File: src/rtl/pc_unit_if.sv
// Program-counter unit bus: next-PC/control inputs toward the unit and fetch-side
// outputs back to the pipeline.
// Optional macro PC_UNIT_RETIRE_CNT_EN adds the 64-bit retire_cnt signal.
interface pc_unit_if #(
  parameter int unsigned W = 32
);
  logic [W-1:0] pc_next;
  logic         stall;
  logic         trap_clr;
  logic [W-1:0] pc;
  logic [W-1:0] pc_plus4;
  logic         fetch_valid;
  logic         trap;
  logic [W-1:0] trap_pc;
`ifdef PC_UNIT_RETIRE_CNT_EN
  logic [63:0]  retire_cnt;

  modport master (
    output pc_next, stall, trap_clr,
    input  pc, pc_plus4, fetch_valid, trap, trap_pc, retire_cnt
  );
  modport slave (
    input  pc_next, stall, trap_clr,
    output pc, pc_plus4, fetch_valid, trap, trap_pc, retire_cnt
  );
`else
  modport master (
    output pc_next, stall, trap_clr,
    input  pc, pc_plus4, fetch_valid, trap, trap_pc
  );
  modport slave (
    input  pc_next, stall, trap_clr,
    output pc, pc_plus4, fetch_valid, trap, trap_pc
  );
`endif
endinterface

File: src/rtl/pc_unit.sv
// Program counter unit: BOOT -> RUN sequencing, aligned next-PC loading, sticky trap on
// a misaligned target, trap_clr restart from RESET_VECTOR.
// Optional macro PC_UNIT_RETIRE_CNT_EN adds a 64-bit retired-fetch counter.
module pc_unit #(
  parameter int unsigned   W            = 32,
  parameter logic [W-1:0]  RESET_VECTOR = '0
) (
  input  logic     clk,
  input  logic     rst_n,
  pc_unit_if.slave bus
);

  typedef enum logic [1:0] {StBoot, StRun, StTrap} state_e;

  state_e       state_q;
  logic [W-1:0] pc_q;
  logic [W-1:0] trap_pc_q;
  logic         trap_q;
  logic         fetch_valid_q;
  logic         misaligned;
`ifdef PC_UNIT_RETIRE_CNT_EN
  logic [63:0]  retire_cnt_q;
`endif

  // A target whose low two bits are non-zero is not a legal word fetch address.
  assign misaligned = |bus.pc_next[1:0];

  // Single FSM register block; fetch_valid is registered alongside the state it mirrors.
  always_ff @(posedge clk or negedge rst_n) begin
    if (!rst_n) begin
      state_q       <= StBoot;
      pc_q          <= RESET_VECTOR;
      trap_q        <= 1'b0;
      trap_pc_q     <= '0;
      fetch_valid_q <= 1'b0;
`ifdef PC_UNIT_RETIRE_CNT_EN
      retire_cnt_q  <= '0;
`endif
    end else if (bus.trap_clr) begin
      // Restart wins over stall and the alignment check; retire count survives.
      state_q       <= StBoot;
      pc_q          <= RESET_VECTOR;
      trap_q        <= 1'b0;
      trap_pc_q     <= '0;
      fetch_valid_q <= 1'b0;
    end else begin
      unique case (state_q)
        StBoot: begin
          state_q       <= StRun;
          fetch_valid_q <= 1'b1;
        end
        StRun: begin
          if (!bus.stall) begin
            if (misaligned) begin
              state_q       <= StTrap;
              trap_q        <= 1'b1;
              trap_pc_q     <= bus.pc_next;
              fetch_valid_q <= 1'b0;
            end else begin
              pc_q          <= bus.pc_next;
`ifdef PC_UNIT_RETIRE_CNT_EN
              retire_cnt_q  <= retire_cnt_q + 64'd1;
`endif
            end
          end
        end
        StTrap: begin
          // Sticky until trap_clr or reset.
        end
        default: begin
          state_q       <= StBoot;
          pc_q          <= RESET_VECTOR;
          fetch_valid_q <= 1'b0;
        end
      endcase
    end
  end

  // Outputs are straight from registers, except the wrapping PC+4 adder.
  always_comb begin
    bus.pc          = pc_q;
    bus.pc_plus4    = pc_q + W'(4);
    bus.fetch_valid = fetch_valid_q;
    bus.trap        = trap_q;
    bus.trap_pc     = trap_pc_q;
`ifdef PC_UNIT_RETIRE_CNT_EN
    bus.retire_cnt  = retire_cnt_q;
`endif
  end

endmodule

File: src/flat_wrapper.sv
// flat-port wrapper written by rule: the top's interface ports become plain ports
module pc_unit_flat 
#(
  parameter int unsigned   W            = 32,
  parameter logic [W-1:0]  RESET_VECTOR = '0
)
  (clk, rst_n, bus_pc_next, bus_stall, bus_trap_clr, bus_pc, bus_pc_plus4, bus_fetch_valid, bus_trap, bus_trap_pc);
  pc_unit_if #(.W(W)) bus_i ();
  input  logic clk;
  input  logic rst_n;
  input wire logic [$bits(bus_i.pc_next)-1:0] bus_pc_next;
  input wire logic [$bits(bus_i.stall)-1:0] bus_stall;
  input wire logic [$bits(bus_i.trap_clr)-1:0] bus_trap_clr;
  output wire logic [$bits(bus_i.pc)-1:0] bus_pc;
  output wire logic [$bits(bus_i.pc_plus4)-1:0] bus_pc_plus4;
  output wire logic [$bits(bus_i.fetch_valid)-1:0] bus_fetch_valid;
  output wire logic [$bits(bus_i.trap)-1:0] bus_trap;
  output wire logic [$bits(bus_i.trap_pc)-1:0] bus_trap_pc;
  assign bus_i.pc_next = bus_pc_next;
  assign bus_i.stall = bus_stall;
  assign bus_i.trap_clr = bus_trap_clr;
  assign bus_pc = bus_i.pc;
  assign bus_pc_plus4 = bus_i.pc_plus4;
  assign bus_fetch_valid = bus_i.fetch_valid;
  assign bus_trap = bus_i.trap;
  assign bus_trap_pc = bus_i.trap_pc;
  pc_unit #(.W(W), .RESET_VECTOR(RESET_VECTOR)) u_core (.clk(clk), .rst_n(rst_n), .bus(bus_i));
endmodule
File: config.mk
export PLATFORM = sky130hd
export DESIGN_NAME = pc_unit_flat
export DESIGN_NICKNAME = d
export VERILOG_FILES = /design/src/rtl/pc_unit_if.sv /design/src/rtl/pc_unit.sv /design/src/flat_wrapper.sv
export SDC_FILE = /design/constraint.sdc
export NUM_CORES = 1
export LEC_CHECK = 0
export CORE_MARGIN = 8
export CORE_UTILIZATION = 46
export DETAILED_ROUTE_END_ITERATION = 12
export GPL_ROUTABILITY_DRIVEN = 0
export PLACE_DENSITY = 0.86
export SKIP_LAST_GASP = 1
export SYNTH_ARGS = -nofsm -noshare
export SYNTH_HDL_FRONTEND = slang
export SYNTH_SLANG_ARGS = --single-unit
File: constraint.sdc
create_clock -name clk -period 2.4 [get_ports clk]
set_clock_uncertainty 0.05 [all_clocks]
set_input_delay 0.36 -clock clk [delete_from_list [all_inputs] [get_ports clk]]
set_output_delay 0.36 -clock clk [all_outputs]
set_load 0.02 [all_outputs]
==> impl_metrics.py <==
metrics = {
    "run_status": {
        "status": "completed",
    },
    "power": {
        "vdd_drop_max_mv": 0.427,
        "p_leak_nw": 2.20,
        "powerDensity_mw_per_mm2": 529,
    },
    "timing": {
        "period_share_pct": 99.1,
        "tightest_slew_ns": 0.628,
        "setup_tns_ns": 0,
        "hold_viol": 0,
        "hold-worst-slack_ns": 0.452,
        "setup_viol": 0,
        "relSlewSlack_pct": 58.1,
        "fmax_mhz": 420,
        "drv_slew": 0,
        "rsz0062_at_grt": "true",
        "period_minus_slack_ns": 2.38,
    },
    "clocking": {
        "clk_latency_ns": 0.33,
        "clock_path_buffers": 2,
        "clock-sinks": 67,
        "cts_made_buffers": 9,
        "clk_pin_slew_ns": 0.07,
        "cts_max_level": 3,
        "tritoncts": "yes",
        "cts-root-buf": "clkbuf_8",
    },
    "worst_setup_path": {
        "critical_path.cell_chain": "ha_1 > nand3_2 > nor4_4 > buf_6 > nand4_1 > xnor2_1 > clkbuf_2",
        "reg2reg_depth": 4,
        "path_depth": 7,
        "crit_family": "simple AND/OR/NAND/NOR gates",
        "path_class": "flip-flop to output port",
        "worst-path-buf-inv": 2,
        "max_stage_delay_ns": 0.40,
        "end_kind": "output port",
        "startpoint_type": "flip-flop",
        "crit_path_max_fanout": 8,
        "crit_slowest_cell": "dfrtp_1",
        "arrival_ns": 1.97,
        "worst_ep_required_time_ns": 1.99,
    },
    "floorplanning": {
        "ios": 134,
        "std_cell_rows": 30,
        "initial_core_util_pct": 46.8,
        "chipWidth_um": 98.7,
        "core_mm2": 0.00672,
        "dieArea_mm2": 0.00974,
        "fp.dieH_um": 98.7,
    },
    "synth": {
        "ys_warn_count": 0,
        "yosysTopAreaCell": "dfrtp_1",
        "synth-seq-area-share_pct": 53.3,
        "async_reset_ff_share_pct": 100,
        "synth_edf_count": 0,
        "ys.flop_type": "dfrtp_1",
        "synth_area_mm2": 0.00314,
        "ys_top_cells_by_area": "dfrtp_1 (53%), nand2_1 (8.7%), a22oi_1 (7.2%)",
        "ys_types": 26,
        "netlist_instances": 338,
        "synth_seq_cells": 67,
        "yosysTopAreaCellShare_pct": 53.3,
        "syn_avg_cell_area_um2": 9.30,
        "syn_nets": 375,
    },
    "job": {
        "drv_cap": 0,
    },
    "global_routing": {
        "antenna_found_initial": 0,
        "first_global_vias": 3197,
        "grt_use_total_pct": 21.5,
        "grt_pass1_wl_um": 16600,
        "gr-total-overflow": 0,
        "grt_max_degree": 68,
    },
    "route": {
        "vias": 3108,
        "drc": 0,
        "wl_per_cell_um": 17.8,
        "postRouteAntennaNets": 0,
        "wl_um": 10400,
        "vias_per_cell": 5.34,
        "drt_iter0_drc": 148,
        "drt_pass1_iterations": 5,
    },
    "final_layout": {
        "fin_util_pct": 73.9,
        "final_cells": 582,
        "antenna_cells": 0,
        "syn2layout_area_growth_pct": 57.8,
        "drive_above_1_share_pct": 16.7,
        "fin_nets": 534,
        "design_area_mm2": 0.00496,
    },
    "worst_hold_path": {
        "min_path_cells": 2,
        "hp-class": "flip-flop to flip-flop",
    },
    "placed_design": {
        "dpl.hpwl_um": 7650,
        "placed_area_mm2": 0.00476,
        "dp.cells": 562,
        "portBuffers": 133,
    },
}
routing by layer:
layer	wire length (µm)	vias up	track usage, %
met3	534	17	5.43
met4	284	0	10.3
met1	4230	1528	24.9
li1	-	1467	-
met2	5300	96	36.2
met5	0	-	0
worst min-delay path, delay by kind of cell (launching register included):
| kind | cells | cell delay, ns |
|---|---|---|
| and+or+nand+nor | 2 | 0.12 |
| DFF | 1 | 0.35 |
cell usage after synthesis (3+ instances only):
master / count
nand2_1: 73
dfrtp_1: 67
nor2_1: 42
a21oi_1: 33
a22oi_1: 30
xnor2_1: 22
clkbuf_1: 18
nand3_1: 11
nand4_1: 8
xor2_1: 6
and3_1: 3
buf_2: 3
inv_1: 3
nor3_1: 3
cell families after synthesis:
group	Yosys count	share of synthesized area, %
AO/OA/AOI/OAI	64	12.6
XOR/XNOR	28	7.80
adder cells (fa/ha/maj)	1	0.398
buffers and inverters	26	3.46
flip-flops	67	53.3
AND/OR/NAND/NOR	152	22.4
report_power, final:
group	switching [mW]	internal (mW)	leakage (nW)
clock network	0.412	0.641	0.113
logic	0.211	0.173	1.17
registers	0.0261	1.16	0.924
area by class of cell:
class,count,area (µm²)
sequential,67,1680
fill,511,1760
timing repair buffer,171,1560
clock inverter,4,72.6
multi-input combinational,245,1390
inverter,3,11.3
clock buffer,12,155
tap,80,100
cell usage in the layout (no fill, tap or decap), types with 8 or more instances in the layout:
cell type,Yosys,layout
a22oi_1,30,30
nand2_1,73,73
clkbuf_8,0,11
nor2_1,42,42
buf_4,2,42
clkdlybuf4s50_1,0,105
nand4_1,8,8
buf_2,3,10
xnor2_1,22,22
a21oi_1,33,33
dfrtp_1,67,67
nand3_1,11,10
timing repair:
item | in CTS | in global routing
resized for setup | 67 | 38
hold endpoints to repair | 11 | 0
hold buffers | 1 | 0
setup endpoints to repair | 26 | 23
pin swaps | 2 | 4
setup buffers | 2 | 2
worst paths after layout:
kind,startpoint,to,slack (ns)
hold / removal,u_core.bus.trap,u_core.bus.trap,0.45
hold reg to reg,u_core.bus.trap,u_core.bus.trap,0.45
max in group asynchronous,rst_n,u_core.bus.trap_pc[25],1.49
setup / recovery,u_core.bus.pc[3],bus_pc_plus4[24],0.02
min in group asynchronous,rst_n,u_core.bus.trap_pc[6],0.52
setup reg to reg,u_core.state_q[1],u_core.bus.pc[2],0.89
flip-flops by register name (all words and copies together) (netlist names):
| signal | flops |
|---|---|
| u_core.bus.pc | 32 |
| u_core.bus.trap | 1 |
| u_core.bus.trap_pc | 32 |
| u_core.state_q | 2 |
stage by stage:
stage / setup slack, ns / power (mW)
after global placement: 0.0119 / 1.59
after detailed placement: -0.140 / 1.60
after floorplan: 0.218 / 1.36
after global routing: -0.0817 / 2.73
after CTS: -0.204 / 2.65
final: 0.0207 / 2.63
No activity file was read; power rests on OpenSTA's default activity.
